`src/rtl/shift_add_mult.sv`:
```
// Unsigned sequential shift-and-add multiplier (go/busy/done handshake).
// Latency: W cycles of busy, then a one-cycle done pulse (fewer with EARLY_EXIT).
// Backpressure: none; go is only sampled in IDLE and ignored otherwise.
module shift_add_mult #(
  parameter int W          = 4,
  parameter int CW         = 3,
  parameter bit EARLY_EXIT = 1'b0
) (
  input  logic            clk,
  input  logic            rst,
  input  logic            go,
  input  logic [W-1:0]    a,
  input  logic [W-1:0]    b,
  output logic [2*W-1:0]  p,
  output logic            done,
  output logic            busy,
  output logic [CW-1:0]   cnt_out
);

  typedef enum logic [1:0] {IDLE, ITER, DONE} state_t;

  state_t          state;
  logic [2*W-1:0]  a_sh;     // multiplicand, shifted left each iteration
  logic [W-1:0]    b_sh;     // multiplier, shifted right each iteration
  logic [CW-1:0]   cnt;      // remaining iterations

  logic [CW-1:0]   cnt_dec;
  logic [W-1:0]    b_next;
  logic            last_iter;

  // Next-iteration values used to decide whether this ITER cycle is the last one
  assign cnt_dec   = cnt - 1'b1;
  assign b_next    = b_sh >> 1;
  assign last_iter = (cnt_dec == '0) || (EARLY_EXIT && (b_next == '0));

  assign cnt_out = cnt;

  // Control FSM and datapath; busy/done are registered Moore outputs
  always_ff @(posedge clk or negedge rst) begin
    if (!rst) begin
      state <= IDLE;
      a_sh  <= '0;
      b_sh  <= '0;
      cnt   <= '0;
      p     <= '0;
      done  <= 1'b0;
      busy  <= 1'b0;
    end else begin
      case (state)
        IDLE: begin
          if (go) begin
            a_sh <= {{W{1'b0}}, a};
            b_sh <= b;
            p    <= '0;
            cnt  <= CW'(W);
            // A zero multiplier needs no iterations when early exit is enabled
            if (EARLY_EXIT && (b == '0)) begin
              state <= DONE;
              done  <= 1'b1;
            end else begin
              state <= ITER;
              busy  <= 1'b1;
            end
          end
        end
        ITER: begin
          if (b_sh[0]) begin
            p <= p + a_sh;
          end
          a_sh <= a_sh << 1;
          b_sh <= b_next;
          cnt  <= cnt_dec;
          if (last_iter) begin
            state <= DONE;
            busy  <= 1'b0;
            done  <= 1'b1;
          end
        end
        DONE: begin
          state <= IDLE;
          done  <= 1'b0;
        end
        default: begin
          state <= IDLE;
          busy  <= 1'b0;
          done  <= 1'b0;
        end
      endcase
    end
  end

endmodule
```
`config.mk`:
```
export PLATFORM = sky130hd
export DESIGN_NAME = shift_add_mult
export DESIGN_NICKNAME = d
export VERILOG_FILES = /design/src/rtl/shift_add_mult.sv
export SDC_FILE = /design/constraint.sdc
export NUM_CORES = 1
export LEC_CHECK = 0
export CORE_MARGIN = 10
export CORE_UTILIZATION = 54
export CTS_BUF_LIST = sky130_fd_sc_hd__clkbuf_2
export DETAILED_ROUTE_END_ITERATION = 6
export PLACE_DENSITY = 0.85
export REMOVE_ABC_BUFFERS = 1
export SLEW_MARGIN = 20
export SYNTH_ARGS = -nofsm -noshare
export SYNTH_HDL_FRONTEND = slang
export SYNTH_SLANG_ARGS = --single-unit
```
`constraint.sdc`:
```
create_clock -name clk -period 2.1 [get_ports clk]
set_clock_uncertainty 0.1 [all_clocks]
set_input_delay 0.42 -clock clk [delete_from_list [all_inputs] [get_ports clk]]
set_output_delay 0.42 -clock clk [all_outputs]
set_load 0.005 [all_outputs]
```
==> flow_summary.yaml <==
final_layout:
  num_antenna_cells: 0
  final_nets: 197
  layout_commonest_cell: "dfrtp_1"
  drive_above_1_share_pct: 9.143
  multi_input_area_um2: 725.7
  regArea_um2: 675.6
  layout_common_cells: "27 x dfrtp_1, 23 x clkdlybuf4s50_1, 22 x o21ai_0, 15 x nand2_1, 13 x a21oi_1"
  fill_cells: 199
  final_core_util_pct: 69.79
  syn2layout_area_growth_pct: 21.40
setup_path:
  cp-end-kind: "flop"
  path_class: "flop to flop"
  required_ns: 2.28
  cp-start-kind: "flop"
  cp_max_fo: 3
  arrival_ns: 2.16
clocking:
  clk_pin_slew_worst_paths_ns: 0.25
  cts_tree: "done"
  cts_inserted_buffers: 3
  clock-sinks: 27
  cts_root_buf: "clkbuf_2"
  ctsLongestPathBuffers: 2
  worst_skew_pair.late_latency_ns: 0.36
  htreeDepth: 1
sta:
  tightest_slew_ns: 0.4670
  rsz0062_at_grt: "no"
  final.min_clock_period_ns: 1.982
  period_share_pct: 94.40
  setup_viol: 0
  max_slew_margin_pct: 68.86
  hold_viol_final: 0
  final.setup.tns_ns: 0
  fmax_ghz: 0.5045
  finalMaxSlewViolations: 0
  fin_ws_ns: 0.1177
floorplan:
  io_pins: 24
  fp.dieH_um: 71.82
  num_rows: 18
  start_util_pct: 57.49
  die_w_um: 71.82
  core_area_um2: 2522
  dieArea_um2: 5158
global_routing:
  grt_pass1_vias: 1224
  grt_pass1_wl_um: 5706
  overflow: 0
  grt_max_degree: 28
  antenna_found_initial: 0
  track_usage_pct: 13.37
pwr:
  p_comb_share_pct: 53.0
  pwr_density_cell_nw_per_um2: 1367
  p_sw_w: 0.0009958
  switching_share_pct: 41.37
  p_total_w: 0.002407
  p_seq_share_pct: 38.7
  p_leak_nw: 0.7928
  vdd.ir_drop.worst_uv: 863.5
  p_int_w: 0.001412
  p_clk_share_pct: 8.3
synthesis:
  ys_seq_area_share_pct: 46.59
  synth-simple-area-share_pct: 12.34
  yosys.area.top_type: "dfrtp_1"
  yosys.area_share.xor_xnor_pct: 4.228
  synth_cells: 147
  synth_top_family_by_area: "compound AO/OA/AOI/OAI gates"
  ys_seq_elements: 27
  synth_top_area_share_pct: 46.59
  synth_adder_area_share_pct: 9.146
  mappedNetlistArea_um2: 1450
  synth_compound_area_share_pct: 23.38
  yosysWarningCount: 0
  synthMuxAreaShare_pct: 0.6903
  synthDistinctLibCells: 30
  syn_area_per_cell_um2: 9.865
  synth.top_cells.by_area: "dfrtp_1 47%, ha_1 7.8%, o21ai_0 7.6%"
detailed_routing:
  drt-total-wl_um: 3291
  first_pass_iters: 4
  wire_per_inst_um: 16.05
  vias: 1154
  ant_nets: 0
  drcViolationCount: 0
  drtIter0Drc: 105
  viasPerCell: 5.629
placement:
  routabilityCongestion: 0.8415
  dp_hpwl_um: 2535
  io_buffers: 23
  pre_cts_ws_ns: 0.07936
hold_path:
  hp-class: "input port to asynchronous set/reset pin"
status:
  outcome: "completed"
flow_run:
  timing.max_cap.violations: 0
## synthesized netlist by cell type
library cell   n
xnor2_1        5
nor3_1         2
buf_6          1
fa_1           1
nand2_1       15
nor2b_1       10
a22oi_1        6
clkbuf_1       2
or2b_1         1
nor2_1         4
o21bai_2       1
mux2i_1        1
xor2_1         2
dfrtp_1       27
a32o_1         2
a31oi_1        2
o21ai_2        1
ha_1           9
a211oi_2       1
a21o_1         1
o21ai_0       22
or2_1          1
buf_2          3
o22ai_1        1
or2_2          1
nand3b_1       1
a22o_1         4
inv_1          5
a21oi_1       14
and2b_1        1
## registers in the layout (all words and copies together), names as in the netlist
signal and cells:
busy 1, done 1, a_sh 8, p 8
b_sh 4, state 2, cnt_out 3
## timing repair
action,in CTS,in global routing
setup endpoints to repair,0,1
hold buffers,0,0
resized for setup,0,1
buffers inserted,0,2
hold endpoints to repair,0,0
## final timing paths
kind                       cells after the start       end  slack (ns)  startpoint
max                                            7      p[6]        0.12        p[0]
min                                            2      p[5]        0.28         rst
max reg2reg                                    7      p[6]        0.12        p[0]
min reg2reg                                    2   b_sh[3]        0.45     b_sh[3]
max in group asynchronous                      2  state[0]        1.37         rst
min in group clk                               2   b_sh[3]        0.45     b_sh[3]
## cell type report
| class | count | share of cell area (%) |
|---|---|---|
| inverters | 5 | 1.066 |
| clock buffers | 3 | 0.8529 |
| repair buffers | 30 | 16.06 |
| clock inverters | 1 | 0.2843 |
| multi-input cells | 109 | 41.22 |
| flip-flops and latches | 27 | 38.38 |
| well taps | 30 | 2.132 |
## stage by stage
step / hold slack [ns] / cell area, µm² / std cells
after floorplan: 0.02441 / 1416 / 141
after global placement: 0.3917 / 1722 / 199
after detailed placement: 0.3999 / 1722 / 199
after CTS: 0.2855 / 1742 / 203
after global routing: 0.2738 / 1760 / 205
final: 0.2823 / 1760 / 205
## routing by layer
| metal | global-route usage [%] | vias to the layer above | wire length, µm |
|---|---|---|---|
| li1 | - | 574 | - |
| met1 | 15.86 | 536 | 1375 |
| met2 | 21.76 | 38 | 1654 |
| met3 | 4.132 | 6 | 212 |
| met4 | 5.591 | 0 | 49 |
| met5 | 0 | - | 0 |
## power groups by stage
stage               sequential (W)  combinational (W)  clock, W
floorplan                 0.000938           0.000738         0
global placement          0.000929            0.00118         0
detailed placement        0.000944            0.00126         0
CTS                       0.000933            0.00127  0.000206
global route              0.000967            0.00145  0.000224
finish                    0.000932            0.00128  0.000200
## worst max-delay path: stages (launching register included)
cell and delay [ns]:
dfrtp_1 0.47, ha_1 0.26, fa_1 0.42, a21oi_2 0.15
o21ai_0 0.11, a21oi_1 0.16, xor2_1 0.16, o21ai_0 0.08
## logic make-up (layout without fill, tap and decap cells)
group	Yosys count	after routing
compound gates	55	55
xor+xnor	7	7
fa+ha+maj	10	10
buf+inv	11	39
flops	27	27
mux	1	1
simple gates	36	36
Power figures use the tool's default switching activity.
